--- src/rtl/obstacle_mover.sv ---
// obstacle_mover: single-sprite animator for the 160x120, 3-bit-colour VGA
// plot interface. It draws a W_SIZE x H_SIZE rectangle, holds it for
// FRAMES_PER_STEP frame ticks, erases it and then steps it along X toward
// END_X. At END_X it either finishes or wraps back to START_X.
//
// Handshake: start is a one-cycle pulse that is honoured only in IDLE or DONE.
// The plot strobe is a write-only valid with no ready. Whenever plot is high,
// x/y/colour describe exactly one pixel to write in that cycle.
module obstacle_mover #(
   parameter int          W_SIZE          = 4,
   parameter int          H_SIZE          = 4,
   parameter int          START_X         = 10,
   parameter int          START_Y         = 58,
   parameter int          END_X           = 100,
   parameter int          STEP_PX         = 1,
   parameter int          CLKS_PER_FRAME  = 833333,
   parameter int          FRAMES_PER_STEP = 15,
   parameter logic [2:0]  COLOUR          = 3'd2,
   parameter logic [2:0]  BG_COLOUR       = 3'd0
) (
   input  logic       clock,
   input  logic       resetn,
   input  logic       start,
   input  logic       enable,
   input  logic       loop_en,
   output logic [7:0] x,
   output logic [6:0] y,
   output logic [2:0] colour,
   output logic       plot,
   output logic       busy,
   output logic       finish,
   output logic [7:0] obj_x
);

   typedef enum logic [2:0] {
      S_IDLE  = 3'd0,
      S_DRAW  = 3'd1,
      S_WAIT  = 3'd2,
      S_ERASE = 3'd3,
      S_MOVE  = 3'd4,
      S_DONE  = 3'd5
   } state_t;

   // Counter widths come from each counter's terminal value. A minimum of
   // one bit keeps the degenerate size-1 cases legal.
   localparam int PX_W  = (W_SIZE > 1) ? $clog2(W_SIZE) : 1;
   localparam int PY_W  = (H_SIZE > 1) ? $clog2(H_SIZE) : 1;
   localparam int CLK_W = (CLKS_PER_FRAME > 1) ? $clog2(CLKS_PER_FRAME) : 1;
   localparam int FRM_W = $clog2(FRAMES_PER_STEP + 1);

   state_t            r_state;
   state_t            w_state_next;
   logic [7:0]        r_obj_x;
   logic [7:0]        w_obj_x_next;
   logic [PX_W-1:0]   r_px;
   logic [PX_W-1:0]   w_px_next;
   logic [PY_W-1:0]   r_py;
   logic [PY_W-1:0]   w_py_next;
   logic [CLK_W-1:0]  r_clk_cnt;
   logic [CLK_W-1:0]  w_clk_next;
   logic [FRM_W-1:0]  r_frame_cnt;
   logic [FRM_W-1:0]  w_frame_next;
   logic [FRM_W-1:0]  w_frame_inc;
   logic [8:0]        w_step_sum;
   logic              w_row_last;
   logic              w_sweep_last;
   logic              w_sweeping;

   // State and datapath registers, synchronous active-low reset.
   always_ff @(posedge clock) begin
      if (!resetn) begin
         r_state     <= S_IDLE;
         r_obj_x     <= 8'(START_X);
         r_px        <= '0;
         r_py        <= '0;
         r_clk_cnt   <= '0;
         r_frame_cnt <= '0;
      end else begin
         r_state     <= w_state_next;
         r_obj_x     <= w_obj_x_next;
         r_px        <= w_px_next;
         r_py        <= w_py_next;
         r_clk_cnt   <= w_clk_next;
         r_frame_cnt <= w_frame_next;
      end
   end

   // Next-state logic: pixel sweep, frame timer and sprite stepping.
   always_comb begin
      w_state_next = r_state;
      w_obj_x_next = r_obj_x;
      w_px_next    = r_px;
      w_py_next    = r_py;
      w_clk_next   = r_clk_cnt;
      w_frame_next = r_frame_cnt;
      w_row_last   = (r_px == PX_W'(W_SIZE - 1));
      w_sweep_last = w_row_last && (r_py == PY_W'(H_SIZE - 1));
      w_frame_inc  = r_frame_cnt + 1'b1;
      // The 9-bit sum cannot overflow, so the clamp against END_X is exact.
      w_step_sum   = {1'b0, r_obj_x} + 9'(STEP_PX);

      case (r_state)
         S_IDLE, S_DONE: begin
            if (start) begin
               w_state_next = S_DRAW;
               w_obj_x_next = 8'(START_X);
               w_px_next    = '0;
               w_py_next    = '0;
            end
         end
         S_DRAW, S_ERASE: begin
            if (w_sweep_last) begin
               w_px_next    = '0;
               w_py_next    = '0;
               w_clk_next   = '0;
               w_frame_next = '0;
               w_state_next = (r_state == S_DRAW) ? S_WAIT : S_MOVE;
            end else if (w_row_last) begin
               w_px_next = '0;
               w_py_next = r_py + 1'b1;
            end else begin
               w_px_next = r_px + 1'b1;
            end
         end
         S_WAIT: begin
            // A low enable freezes both counters, which pauses the sprite.
            if (enable) begin
               if (r_clk_cnt == CLK_W'(CLKS_PER_FRAME - 1)) begin
                  w_clk_next   = '0;
                  w_frame_next = w_frame_inc;
                  if (w_frame_inc == FRM_W'(FRAMES_PER_STEP)) begin
                     w_state_next = S_ERASE;
                  end
               end else begin
                  w_clk_next = r_clk_cnt + 1'b1;
               end
            end
         end
         S_MOVE: begin
            if (r_obj_x == 8'(END_X)) begin
               if (loop_en) begin
                  w_obj_x_next = 8'(START_X);
                  w_state_next = S_DRAW;
               end else begin
                  w_state_next = S_DONE;
               end
            end else begin
               w_obj_x_next = (w_step_sum > 9'(END_X)) ? 8'(END_X) : w_step_sum[7:0];
               w_state_next = S_DRAW;
            end
         end
         default: w_state_next = S_IDLE;
      endcase
   end

   // Plot interface outputs, decoded from registered state only.
   always_comb begin
      w_sweeping = (r_state == S_DRAW) || (r_state == S_ERASE);
      plot       = w_sweeping;
      x          = r_obj_x;
      y          = 7'(START_Y);
      colour     = BG_COLOUR;
      if (w_sweeping) begin
         x = r_obj_x + 8'(r_px);
         y = 7'(START_Y) + 7'(r_py);
      end
      if (r_state == S_DRAW) begin
         colour = COLOUR;
      end
      busy   = (r_state != S_IDLE) && (r_state != S_DONE);
      finish = (r_state == S_DONE);
      obj_x  = r_obj_x;
   end

endmodule

--- config.mk ---
export PLATFORM = sky130hd
export DESIGN_NAME = obstacle_mover
export DESIGN_NICKNAME = d
export VERILOG_FILES = /design/src/rtl/obstacle_mover.sv
export SDC_FILE = /design/constraint.sdc
export NUM_CORES = 1
export LEC_CHECK = 0
export ABC_AREA = 0
export BUFFER_PORTS_ARGS = -buffer_cell sky130_fd_sc_hd__buf_2
export CORE_MARGIN = 2
export CORE_UTILIZATION = 25
export CTS_CLUSTER_SIZE = 10
export DETAILED_ROUTE_END_ITERATION = 16
export SYNTH_ARGS = -nofsm -noshare
export SYNTH_HDL_FRONTEND = slang
export SYNTH_SLANG_ARGS = --single-unit
--- constraint.sdc ---
create_clock -name clock -period 3.9 [get_ports clock]
set_clock_uncertainty 0.05 [all_clocks]
set_input_delay 0.585 -clock clock [delete_from_list [all_inputs] [get_ports clock]]
set_output_delay 0.585 -clock clock [all_outputs]
set_load 0.02 [all_outputs]
==> run_results.csv <==
group,metric,value,unit
yosys,synth.top_cell.area_share,30.0,%
setup_path,r2r_end,"r_state[0]",
grt,first_global_vias,1952,
setup_path,cpPeakStageDelay,0.45,ns
yosys,synthSimpleGateAreaFrac,31.6,%
route,detail-route-antenna-nets,0,
route,drtIter0Drc,111,
cells_and_area,final_nets,349,
job,drv_cap,0,
yosys,netlist_area,2600,um2
yosys,yosys_register_bits,39,
floorplan,coreArea,10200,um2
route,vias,2210,
setup_path,cp_num_cells,7,
placed_design,portBuffers,27,
clock_tree,cts.path.max_buffers,2,
sta,worst_pin_slew,0.682,ns
yosys,synth-compound-area-share,14.4,%
yosys,synth_area_leaders,"dfxtp_1, nor2_1, ha_1",
clock_tree,cts-root-buf,"clkbuf_8",
sta,fin_crit_sh,69.9,%
route,vias_per_cell,4.70,
clock_tree,clk_latency,0.30,ns
power,p_per_area,298,nW/um2
yosys,syn_inst,319,
setup_path,path_delay_family,"adder cells",
yosys,yosysUniqueCellTypes,60,
setup_path,worstSetupEndpointType,"output port",
yosys,avgSynthCellArea,8.16,um2
placed_design,gp_congestion,0.810,
clock_tree,post_cts_buffers,0,
yosys,synth_top_family_by_area,"simple AND/OR/NAND/NOR gates",
grt,grt_first_pass_wirelength,9310,um
sta,setup_tns,0,ns
outcome,status,"completed",
sta,slew_violations,0,
setup_path,crit_path_cell_trace,"ha_1 -> inv_1 -> fa_1 -> nor2_1 -> nand3_1 -> xnor2_1 -> buf_2",
cells_and_area,fillCellCount,1103,
sta,fmax,367,MHz
clock_tree,cts_resized,0,
yosys,synth_top_flop_cell,"dfxtp_1",
sta,slew_headroom,54.4,%
sta,setup_violations,0,
setup_path,reg2reg_slack,1.34,ns
yosys,async_flop_share,0,%
grt,antenna_found_initial,0,
power,power,0.851,mW
setup_path,start_kind,"flip-flop",
clock_tree,cts_tree,"done",
floorplan,dieArea,11200,um2
route,drt_first_pass_iters,4,
grt,grt_use_total,10.1,%
floorplan,start_util,25.4,%
floorplan,die_w,106,um
clock_tree,clkTransAtPathRegs,0.08,ns
clock_tree,postCtsHoldBufs,0,
grt,grt_max_degree,28,
grt,grt-ovfl-total,0,
yosys,ys_seq_area_share,30.0,%
route,drt-wirelength-per-cell,11.6,um
setup_path,rr_worst_depth,8,
sta,hold_viol,0,
setup_path,endpoint,"x[6]",
yosys,synthXorXnorAreaFrac,8.41,%
cells_and_area,drive_gt1_share,14.7,%
clock_tree,cts_sinks,39,
yosys,synth_edf_count,0,
yosys,synthAdderAreaFrac,5.57,%
setup_path,cp-startpoint,"obj_x[0]",
setup_path,critPathSlowestCell,"dfxtp_1",
setup_path,cp_data_required_time,3.26,ns
clock_tree,cts_inserted_buffers,5,
floorplan,ios,34,
cells_and_area,num_antenna_cells,0,
route,routed_wl,5460,um
yosys,synth.largest_area_cell,"dfxtp_1",
floorplan,die_h,106,um
setup_path,crit_type,"flip-flop to output port",
setup_path,critPathBufInv,2,
route,drc,0,
setup_path,cp_max_fo,7,
min_path,hold_class,"flip-flop to flip-flop",
setup_path,timing.rr.start,"r_state[2]",
sta,layout_min_cycle_time,2.73,ns
yosys,synth.area.mux_share,1.01,%
yosys,synthTopCellsByCount,"dfxtp_1, nor2_1, nand2_1",
placed_design,hpwl,3930,um
cells_and_area,syn2layout_area_growth,9.66,%
power,vdd_ir_drop_max,128,uV
floorplan,row_count,37,
sta,rsz0062_at_grt,"false",
yosys,yosysWarnings,0,
clock_tree,h-tree-depth,2,
power,power.leakage,1.08,nW
setup_path,cp.arrival,2.09,ns
==> cell families (layout without fill, tap and decap cells) <==
kind of cell,Yosys count,in the layout
muxes,2,2
xor gates and xnor gates,25,25
and+or+nand+nor,149,149
AOI/OAI and AO/OA,56,56
other,2,6
buffers and inverters,35,46
DFF,39,39
adders and majority gates,11,11
==> how the worst min path moves through the flow <==
| stage | startpoint | endpoint | slack [ns] | cells past startpoint |
|---|---|---|---|---|
| after global placement | r_frame_cnt[3] | r_frame_cnt[3] | 0.44 | 2 |
| after global routing | r_frame_cnt[3] | r_frame_cnt[3] | 0.49 | 2 |
| after floorplan | r_clk_cnt[8] | r_clk_cnt[8] | 0.42 | 2 |
| final | r_frame_cnt[1] | r_frame_cnt[1] | 0.46 | 2 |
| after detailed placement | r_frame_cnt[1] | r_frame_cnt[1] | 0.45 | 2 |
| after CTS | r_frame_cnt[1] | r_frame_cnt[1] | 0.46 | 2 |
==> worst register-to-register path, cell delays in order (launching register included) <==
cell     delay [ns]
dfxtp_1        0.62
inv_1          0.19
nand2_1        0.22
inv_2          0.14
or3_4          0.39
o22ai_1        0.18
or3b_4         0.19
mux2_4         0.29
o21a_1         0.18
==> where the power goes <==
| group | switching (mW) | internal (mW) |
|---|---|---|
| Sequential | 0.00812 | 0.402 |
| Combinational | 0.0534 | 0.0325 |
| Clock | 0.148 | 0.207 |
==> area by class of cell <==
class                           instances  area, um2  share of cell area [%]
Inverter                               11       41.3                    1.45
Timing Repair Buffer                   27        135                    4.73
Clock buffer                            6       82.6                    2.89
Tap cell                              136        170                    5.96
Sequential cell                        39        781                    27.3
Clock inverter                          2       35.0                    1.23
Multi-Input combinational cell        249       1610                    56.4
==> registers in the layout, summed over array words and instances (netlist names) <==
signal	flops
r_clk_cnt	20
obj_x	8
r_frame_cnt	4
r_state	3
r_px	2
r_py	2
==> metrics by stage <==
| stage | hold slack (ns) | util, % | setup slack (ns) | std cells | cell area (um2) |
|---|---|---|---|---|---|
| after floorplan | 0.421 | - | 1.46 | 323 | 2620 |
| after CTS | 0.464 | 27.9 | 1.14 | 470 | 2860 |
| after global placement | 0.437 | 26.8 | 1.49 | 462 | 2740 |
| after detailed placement | 0.453 | 26.8 | 1.37 | 462 | 2740 |
| after global routing | 0.488 | 27.9 | 0.997 | 470 | 2860 |
| final | 0.455 | 27.9 | 1.17 | 470 | 2860 |
==> cells in the final DEF (no fill, tap or decap), types with 2 or more instances in the layout <==
master,netlist,final
nor2_1,39,39
dfxtp_1,39,39
nand2_1,28,28
buf_2,1,27
a21oi_1,13,13
xor2_1,13,13
nand3_1,12,12
xnor2_1,12,12
inv_1,10,10
o21ai_0,10,10
ha_1,10,10
nor2b_1,8,8
and3_1,8,8
nand4_1,7,7
nor3_1,7,7
a21boi_0,7,7
conb_1,2,6
clkbuf_8,1,6
nand2b_1,5,5
a31oi_1,5,5
o21a_1,5,5
and2_1,4,4
nand4b_1,4,4
nand3b_1,4,4
nor3b_1,3,3
or3_1,3,3
o22ai_1,3,3
nor4_1,2,2
and4b_1,2,2
o211ai_1,2,2
a32oi_1,2,2
or4_1,2,2
==> per-layer routing <==
metal	GRT usage [%]	up-vias	share of wire (%)
li1	-	1122	-
met1	13.4	1046	51
met2	15.7	37	43
met3	3.07	5	4.7
met4	3.20	0	1.2
met5	0	-	0
(Power assumes the default switching activity.)
